==> src/rtl/div24_seq_pkg.sv <==
// ============================================================================
// Module : div24_seq_pkg
// Brief  : Shared mantissa width, divider state encoding and sizing helper.
// Rev    : 1.0  initial release
// ============================================================================
`default_nettype none

package div24_seq_pkg;

  localparam int MANT_W = 24;

  typedef enum logic [1:0] {
    DIV_IDLE = 2'd0,
    DIV_BUSY = 2'd1,
    DIV_DONE = 2'd2
  } div_state_e;

  function automatic int cnt_w(input int w);
    return (w <= 1) ? 1 : $clog2(w);
  endfunction

endpackage

`default_nettype wire

==> src/rtl/div24_seq_if.sv <==
// ============================================================================
// Module : div24_seq_if
// Brief  : Start/done handshake and operand/result bundle for div24_seq.
// Rev    : 1.0  initial release
// ============================================================================
`default_nettype none

interface div24_seq_if #(
  parameter int WIDTH = div24_seq_pkg::MANT_W
);
  logic             start;
  logic [WIDTH-1:0] A;
  logic [WIDTH-1:0] B;
  logic             ready;
  logic             done;
  logic [WIDTH-1:0] Q;
  logic [WIDTH-1:0] R;
  logic             div_by_zero;

  modport master (output start, A, B, input  ready, done, Q, R, div_by_zero);
  modport slave  (input  start, A, B, output ready, done, Q, R, div_by_zero);
endinterface

`default_nettype wire

==> src/rtl/div24_seq_sub25.sv <==
// ============================================================================
// Module : div24_seq_sub25
// Brief  : (WIDTH+1)-bit ripple subtractor D = A - B with borrow out.
// Rev    : 1.0  initial release
// ============================================================================
`default_nettype none

module div24_seq_sub25 #(
  parameter int W = 25
) (
  input  logic [W-1:0] A,
  input  logic [W-1:0] B,
  output logic [W-1:0] D,
  output logic         Bout
);
  logic [W:0] w_bw;

  assign w_bw[0] = 1'b0;

  for (genvar i = 0; i < W; i++) begin : g_bit
    assign D[i]      = A[i] ^ B[i] ^ w_bw[i];
    assign w_bw[i+1] = (~A[i] & B[i]) | (~(A[i] ^ B[i]) & w_bw[i]);
  end

  assign Bout = w_bw[W];
endmodule

`default_nettype wire

==> src/rtl/div24_seq.sv <==
// ============================================================================
// Module : div24_seq
// Brief  : Sequential radix-2 restoring unsigned divider, one quotient bit/clk.
// Rev    : 1.0  initial release
// ============================================================================
`default_nettype none

module div24_seq
  import div24_seq_pkg::*;
#(
  parameter int WIDTH = MANT_W
) (
  input  logic         clk,
  input  logic         rst_n,
  div24_seq_if.slave   bus
);
  localparam int             CW     = cnt_w(WIDTH);
  localparam logic [CW-1:0]  c_last = CW'(WIDTH - 1);

  div_state_e       r_state;
  logic [CW-1:0]    r_count;
  logic [WIDTH:0]   r_rem;
  logic [WIDTH-1:0] r_quo;
  logic [WIDTH-1:0] r_dvs;
  logic [WIDTH-1:0] r_q;
  logic [WIDTH-1:0] r_r;
  logic             r_done;
  logic             r_dbz;

  logic [WIDTH:0]   w_shift;
  logic [WIDTH:0]   w_trial;
  logic [WIDTH:0]   w_next_rem;
  logic [WIDTH-1:0] w_next_quo;
  logic             w_borrow;
  logic             w_accept;
  logic             w_unused_rem_msb;

  // Only the low WIDTH bits of rem feed the next shift; rem < dvs keeps the MSB clear.
  assign w_shift          = {r_rem[WIDTH-1:0], r_quo[WIDTH-1]};
  assign w_unused_rem_msb = r_rem[WIDTH];

  div24_seq_sub25 #(.W(WIDTH + 1)) u_sub (
    .A    (w_shift),
    .B    ({1'b0, r_dvs}),
    .D    (w_trial),
    .Bout (w_borrow)
  );

  assign w_next_rem = w_borrow ? w_shift : w_trial;
  assign w_next_quo = {r_quo[WIDTH-2:0], ~w_borrow};

  assign bus.ready       = (r_state == DIV_IDLE) || (r_state == DIV_DONE);
  assign w_accept        = bus.start & bus.ready;
  assign bus.done        = r_done;
  assign bus.Q           = r_q;
  assign bus.R           = r_r;
  assign bus.div_by_zero = r_dbz;

  always_ff @(posedge clk or negedge rst_n) begin
    if (!rst_n) begin
      r_state <= DIV_IDLE;
      r_count <= '0;
      r_rem   <= '0;
      r_quo   <= '0;
      r_dvs   <= '0;
      r_q     <= '0;
      r_r     <= '0;
      r_done  <= 1'b0;
      r_dbz   <= 1'b0;
    end else begin
      case (r_state)
        DIV_IDLE, DIV_DONE: begin
          if (w_accept) begin
            r_state <= DIV_BUSY;
            r_rem   <= '0;
            r_quo   <= bus.A;
            r_dvs   <= bus.B;
            r_count <= '0;
            r_dbz   <= (bus.B == '0);
            r_done  <= 1'b0;
          end
        end
        DIV_BUSY: begin
          r_rem   <= w_next_rem;
          r_quo   <= w_next_quo;
          r_count <= r_count + 1'b1;
          if (r_count == c_last) begin
            r_state <= DIV_DONE;
            r_q     <= w_next_quo;
            r_r     <= w_next_rem[WIDTH-1:0];
            r_done  <= 1'b1;
          end
        end
        default: r_state <= DIV_IDLE;
      endcase
    end
  end
endmodule

`default_nettype wire

==> src/flat_wrapper.sv <==
// flat-port wrapper written by rule: the top's interface ports become plain ports
module div24_seq_flat import div24_seq_pkg::*;
#(
  parameter int WIDTH = MANT_W
)
  (clk, rst_n, bus_start, bus_A, bus_B, bus_ready, bus_done, bus_Q, bus_R, bus_div_by_zero);
  div24_seq_if #(.WIDTH(WIDTH)) bus_i ();
  input  logic clk;
  input  logic rst_n;
  input wire logic [$bits(bus_i.start)-1:0] bus_start;
  input wire logic [$bits(bus_i.A)-1:0] bus_A;
  input wire logic [$bits(bus_i.B)-1:0] bus_B;
  output wire logic [$bits(bus_i.ready)-1:0] bus_ready;
  output wire logic [$bits(bus_i.done)-1:0] bus_done;
  output wire logic [$bits(bus_i.Q)-1:0] bus_Q;
  output wire logic [$bits(bus_i.R)-1:0] bus_R;
  output wire logic [$bits(bus_i.div_by_zero)-1:0] bus_div_by_zero;
  assign bus_i.start = bus_start;
  assign bus_i.A = bus_A;
  assign bus_i.B = bus_B;
  assign bus_ready = bus_i.ready;
  assign bus_done = bus_i.done;
  assign bus_Q = bus_i.Q;
  assign bus_R = bus_i.R;
  assign bus_div_by_zero = bus_i.div_by_zero;
  div24_seq #(.WIDTH(WIDTH)) u_core (.clk(clk), .rst_n(rst_n), .bus(bus_i));
endmodule
==> config.mk <==
export PLATFORM = sky130hd
export DESIGN_NAME = div24_seq_flat
export DESIGN_NICKNAME = d
export VERILOG_FILES = /design/src/rtl/div24_seq_pkg.sv /design/src/rtl/div24_seq_if.sv /design/src/rtl/div24_seq_sub25.sv /design/src/rtl/div24_seq.sv /design/src/flat_wrapper.sv
export SDC_FILE = /design/constraint.sdc
export NUM_CORES = 1
export LEC_CHECK = 0
export CORE_MARGIN = 10
export CORE_UTILIZATION = 35
export DETAILED_ROUTE_END_ITERATION = 10
export DONT_BUFFER_PORTS = 1
export PLACE_DENSITY = 0.59
export SLEW_MARGIN = 10
export SYNTH_ARGS = -nofsm -noshare
export SYNTH_HDL_FRONTEND = slang
export SYNTH_SLANG_ARGS = --single-unit
==> constraint.sdc <==
create_clock -name clk -period 10.2 [get_ports clk]
set_clock_uncertainty 0.15 [all_clocks]
set_input_delay 2.04 -clock clk [delete_from_list [all_inputs] [get_ports clk]]
set_output_delay 2.04 -clock clk [all_outputs]
set_load 0.01 [all_outputs]
* Yosys cells after proc, flatten, opt, wreduce, memory -nomap -nowiden
Index checks and enable logic that the tools add are counted.
Cells by class: add/sub/neg operators 1, equality and inequality tests 5, mux-type cells 13, bitwise operators 168, reductions and logical operators 10
Operators by type and width (count):
- 24-bit one-hot mux with 2 select lines | 2
- 24-bit two-way mux | 3
- 1-bit bitwise AND | 49
- 1-bit NOT | 49
- 1-bit XOR | 47
- 24-bit logical NOT | 1
- 1-bit bitwise OR | 23
- 5-bit one-hot mux with 2 select lines | 1
- 2-bit AND reduction | 4
- 5-bit by 1-bit adder with 5-bit output (second input constant) | 1
- 5-bit == test (second input constant) | 1
- 5-bit two-way mux | 1
- 2-bit two-way mux | 2
- 2-bit by 1-bit inequality test with 1-bit output (second input constant) | 2
- 2-bit one-hot mux with 2 select lines | 1
- 3-bit AND reduction | 1
- 2-bit by 1-bit == test with 1-bit output (second input constant) | 1
- 2-bit == test (second input constant) | 1
- 2-bit logical NOT | 1
- 1-bit two-way mux | 2
- 1-bit one-hot mux with 2 select lines | 1
- 2-bit nonzero test | 1
- 2-bit OR reduction | 1
- 1-bit logical OR | 1
Word-level totals: flip-flop bits (word level) 129, input port bits 51, output and inout bits 51, logic and storage cells 206

* Logic depth before layout (Yosys ltp)
word-level depth 51, mapped depth 32

* Cells and area by module
From an unflattened synthesis, not the netlist that was laid out.
Second synthesis, totals: cells, all modules 515, area total of the unflattened synthesis 6227.2 um^2
Modules (own cells, without submodules):
- div24_seq | times used 1, cells an instance 438, area each 5539.1 um^2, sequential area each 3228.1 um^2
- div24_seq_sub25 | times used 1, cells an instance 77, area each 688.2 um^2, sequential area each 0.0 um^2

* Least setup slack after synthesis
OpenSTA, ideal clock, no wires.
path type reg-to-reg, start point register u_core.r_dvs[0], end point register u_core.r_r[21], in the netlist u_core.bus.R[21], library setup time 125 ps, arrival 9335 ps, required time 9925 ps, setup slack 590 ps, cell stages (with the launch flop) 31, path buffers 1, clock period less this slack 9610 ps, cells stage by stage dfrtp_1 -> ha_1 -> fa_1 -> fa_1 -> fa_1 -> fa_1 -> fa_1 -> fa_1 -> fa_1 -> fa_1 -> fa_1 -> fa_1 -> fa_1 -> fa_1 -> inv_1 -> fa_1 -> fa_1 -> fa_1 -> fa_1 -> fa_1 -> fa_1 -> fa_1 -> fa_1 -> fa_1 -> fa_1 -> inv_1 -> fa_1 -> nor2b_1 -> buf_2 -> mux2_2 -> mux2_4
Between the ends: longest elaborated chain between the ends 49
Ends and longest elaborated chain:
- from (decl) | RTL line div24_seq.sv:24 | logic [WIDTH-1:0] r_dvs;
- from (signal assigned) | RTL line div24_seq.sv:77 | r_dvs <= bus.B;
- 1-bit bitwise AND (*) (2 in a row) | RTL line div24_seq_sub25.sv:22 | assign w_bw[i+1] = (~A[i] & B[i]) | (~(A[i] ^ B[i]) & w_bw[i]);
- 1-bit bitwise OR (*) | RTL line div24_seq_sub25.sv:22
- 1-bit bitwise AND (*) | RTL line div24_seq_sub25.sv:22
- 1-bit bitwise OR (*) | RTL line div24_seq_sub25.sv:22
- 1-bit bitwise AND (*) | RTL line div24_seq_sub25.sv:22
- 1-bit bitwise OR (*) | RTL line div24_seq_sub25.sv:22
- 1-bit bitwise AND (*) | RTL line div24_seq_sub25.sv:22
- 1-bit bitwise OR (*) | RTL line div24_seq_sub25.sv:22
- [32 not listed]
- 1-bit bitwise AND | RTL line div24_seq_sub25.sv:22
- 1-bit bitwise OR | RTL line div24_seq_sub25.sv:22
- 1-bit bitwise AND | RTL line div24_seq_sub25.sv:22
- 1-bit bitwise OR | RTL line div24_seq_sub25.sv:22
- 1-bit bitwise AND | RTL line div24_seq_sub25.sv:22
- 1-bit bitwise OR | RTL line div24_seq_sub25.sv:22
- 1-bit bitwise AND | RTL line div24_seq_sub25.sv:22
- 24-bit two-way mux (*) | RTL line div24_seq.sv:49 | assign w_next_rem = w_borrow ? w_shift : w_trial;
- to (signal assigned) | RTL line div24_seq.sv:90 | r_r <= w_next_rem[WIDTH-1:0];
- to (decl) | RTL line div24_seq.sv:26 | logic [WIDTH-1:0] r_r;
Every way passes the cells marked *; elsewhere a longest branch is shown, timed or not. A chain may end at the register's enable or synchronous reset.

* Worst setup path after layout
start point register u_core.r_dvs[0], end point register u_core.r_rem[17]
Between the ends: longest elaborated chain between the ends 50
Ends and longest elaborated chain:
- 1-bit bitwise AND (*) (2 in a row) | RTL line div24_seq_sub25.sv:22
- 1-bit bitwise OR (*) | RTL line div24_seq_sub25.sv:22
- 1-bit bitwise AND (*) | RTL line div24_seq_sub25.sv:22
- 1-bit bitwise OR (*) | RTL line div24_seq_sub25.sv:22
- 1-bit bitwise AND (*) | RTL line div24_seq_sub25.sv:22
- 1-bit bitwise OR (*) | RTL line div24_seq_sub25.sv:22
- 1-bit bitwise AND (*) | RTL line div24_seq_sub25.sv:22
- 1-bit bitwise OR (*) | RTL line div24_seq_sub25.sv:22
- [33 not listed]
- 1-bit bitwise OR | RTL line div24_seq_sub25.sv:22
- 1-bit bitwise AND | RTL line div24_seq_sub25.sv:22
- 1-bit bitwise OR | RTL line div24_seq_sub25.sv:22
- 1-bit bitwise AND | RTL line div24_seq_sub25.sv:22
- 1-bit bitwise OR | RTL line div24_seq_sub25.sv:22
- 1-bit bitwise AND | RTL line div24_seq_sub25.sv:22
- 24-bit two-way mux (*) | RTL line div24_seq.sv:49
- 24-bit one-hot mux with 2 select lines (*) | RTL line div24_seq.sv:71 | case (r_state)
- to (signal assigned) | RTL line div24_seq.sv:84 | r_rem <= w_next_rem;
- to (decl) | RTL line div24_seq.sv:22 | logic [WIDTH:0] r_rem;
Marks and branches as above.

==> results.yml <==
timing:
  rsz0062_at_grt: "yes"
  fin_crit_sh_pct: 96.1
  timing.hold.ws_ns: 0.335
  hold_viol_final: 0
  slew_violations: 0
  worstMarginPinSlew_ns: 0.859
  slew_headroom_pct: 42.7
  setup_viol: 0
  max_freq_mhz: 102
  layout_min_cycle_time_ns: 9.80
yosys:
  ys.flop_type: "dfrtp_1"
  synth_compound_gate_area_share_pct: 9.53
  async_flop_share_pct: 100
  synth_adder_area_share_pct: 8.06
  synth_fp_nets: 563
  synth.area.mux_share_pct: 14.4
  seq_area_frac_synth_pct: 53.6
  avgSynthCellArea_um2: 12.4
  synth_top_family_by_area: "multiplexers"
  yosys.area_share.simple_pct: 9.12
  synth-xor-area-share_pct: 0
  synth_warnings: 0
  synth_edf_count: 0
  synth_seq_cells: 129
  yosysUniqueCellTypes: 32
  syn_inst: 487
  netlist_area_um2: 6020
detailed_routing:
  drc: 0
  ant_nets: 0
  drt_iter0_drc: 316
  dr.pass1.iters: 4
  viasPerCell: 5.11
  drt_wl_total_mm: 14.5
  via_count: 3662
  wl_per_cell_um: 20.2
finish:
  nNetsFinal: 560
  num_antenna_cells: 0
  fin_area_um2: 6820
  synthToLayoutAreaGrowth_pct: 13.1
  drive_above_1_share_pct: 19.1
clock_network:
  cts.sinks: 129
  cts_hold_buf: 0
  cts_root_buf: "clkbuf_16"
  cts_tree: "done"
  cts_buffer_depth: 2
  clk_latency_ns: 0.42
  htreeDepth: 4
  cts_buffers: 17
  path_clk_slew_ns: 0.06
pwr:
  ir_drop_mv: 0.231
  power_density_nw_per_um2: 417
  p_leak_uw: 0.00313
placement:
  dp_hpwl_mm: 9.82
  place_area_um2: 6150
  gp_congestion: 0.798
  port_buffers: 0
critical_path:
  critPathMaxStageDelay_ns: 0.47
  startpoint_type: "register"
  required_ns: 10.33
  reg2reg_depth: 30
  crit_fanout: 10
  crit_top_cell: "fa_1"
  rr_endpoint: "u_core.r_rem[17]$_DFFE_PN0P_"
  worstPathArrival_ns: 9.93
  slowest_stage: "fa_1"
  crit_type: "register to register"
  r2r-start: "u_core.r_dvs[0]$_DFFE_PN0P_"
  critPathCaptureType: "register"
  reg2reg_slack_ns: 0.40
global_routing:
  grt_pass1_wl_mm: 23.0
  grt_use_total_pct: 13.1
  grt_pass1_vias: 3854
  overflow: 0
  antenna_found_initial: 0
  grt_max_degree: 130
floorplan:
  dieWidth_um: 151
  pin_count: 102
  dieArea_um2: 22900
  rows: 47
  core_area_um2: 16700
  dieHeight_um: 151
  start_util_pct: 36.1
hold_path:
  hold_class: "register to register"
  hold_depth: 2
  hp-start: "u_core.r_dvs[0]$_DFFE_PN0P_"
  holdPathEnd: "u_core.r_dvs[0]$_DFFE_PN0P_"
status:
  outcome: "finished clean"
run:
  cap_violations: 0
where the power goes:
group	switching [uW]	total, uW	internal, uW
Clock	220	610	390
Sequential	249	1030	778
Combinational	608	1200	595
final cells by class:
type                       instances  area (um2)
fill                            1551        9890
sequential                       129        3230
multi-input combinational        297        2530
clock buffer                      22         454
tap                              220         275
clock inverter                    10         134
inverter                          27         101
timing repair buffer              12        90.1
worst max-delay path: cells and delay by family (launching register included):
kind	cells	cell delay [ns]
AND/OR/NAND/NOR	1	0.20
buffers and inverters	3	0.35
AO/OA/AOI/OAI	1	0.11
adder cells (fa/ha/maj)	24	8.22
flip-flops	1	0.38
multiplexers	1	0.25
flip-flops by register name (all words and copies together), names as in the netlist:
signal and count:
u_core.bus.Q 24, u_core.bus.R 24, u_core.r_dvs 24, u_core.r_quo 24, u_core.r_rem 24, u_core.r_count 5
u_core.r_state 2, u_core.bus.div_by_zero 1, u_core.bus.done 1
Yosys cell counts (2+ instances only):
library cell | n | share of area, %
dfrtp_1 | 129 | 54
nand2_1 | 78 | 4.9
mux2_4 | 39 | 9.7
inv_1 | 27 | 1.7
mux2i_1 | 25 | 4.2
nand3_1 | 24 | 2.0
fa_1 | 23 | 7.6
a22oi_1 | 22 | 2.7
clkbuf_1 | 19 | 1.2
a21oi_1 | 18 | 1.5
a22o_1 | 17 | 2.5
o21ai_0 | 13 | 1.1
buf_2 | 8 | 0.66
o2bb2ai_1 | 8 | 1.2
nor4_1 | 6 | 0.62
buf_12 | 3 | 1.0
mux2_2 | 3 | 0.56
nand2b_1 | 3 | 0.31
nand4_1 | 3 | 0.31
a21o_1 | 2 | 0.25
a221o_1 | 2 | 0.33
buf_6 | 2 | 0.37
ha_1 | 2 | 0.42
nor2_1 | 2 | 0.12
nor2b_1 | 2 | 0.21
logic make-up after synthesis:
family / Yosys count
simple gates: 123
buf+inv: 61
compound gates: 82
flops: 129
mux: 67
fa+ha+maj: 25
placed cells by master, fill, tap and decap left out, types with 4 or more instances in the layout:
master,count
a21oi_1,18
a22o_1,17
a22oi_1,22
buf_4,12
clkbuf_1,4
clkbuf_16,17
clkinv_2,4
dfrtp_1,129
fa_1,20
inv_1,27
mux2_4,39
mux2i_1,21
nand2_1,78
nand3_1,24
nor4_1,6
o21ai_0,13
o2bb2ai_1,7
routing by layer:
layer  track usage [%]  share of wire, %  up-vias
li1                  -                 -     1668
met3              5.25               7.7        6
met4              3.90              0.63        0
met5                 0                 0        -
met1              17.0                44     1891
met2              19.7                48       97
per-stage QoR:
step,util (%),cells,worst slack (ns),power (uW),TNS [ns]
floorplan,-,487,0.590,1890,0
finish,40.8,717,0.397,2840,0
CTS,40.4,713,0.168,2810,0
global placement,36.9,681,0.296,2150,0
global route,40.8,717,-0.0141,3080,-0.0454
detailed placement,36.9,681,0.222,2180,0
repair_timing:
item,in CTS,in global routing
hold endpoints to repair,0,0
resized for setup,0,10
buffers inserted,0,4
setup endpoints to repair,0,42
how the worst max path moves through the flow:
stage | cells after the start | start | to | slack [ns]
4_1_cts | 31 | u_core.r_quo[23]$_DFFE_PN0P_ | u_core.bus.R[14]$_DFFE_PN0P_ | 0.17
6_report | 30 | u_core.r_dvs[0]$_DFFE_PN0P_ | u_core.r_rem[17]$_DFFE_PN0P_ | 0.40
3_5_place_dp | 31 | u_core.r_quo[23]$_DFFE_PN0P_ | u_core.bus.R[14]$_DFFE_PN0P_ | 0.22
3_3_place_gp | 31 | u_core.r_quo[23]$_DFFE_PN0P_ | u_core.bus.R[14]$_DFFE_PN0P_ | 0.30
5_1_grt | 31 | u_core.r_quo[23]$_DFFE_PN0P_ | u_core.r_rem[16]$_DFFE_PN0P_ | -0.01
2_1_floorplan | 30 | u_core.r_dvs[0]$_DFFE_PN0P_ | u_core.bus.R[21]$_DFFE_PN0P_ | 0.59
Power figures use the tool's default switching activity.
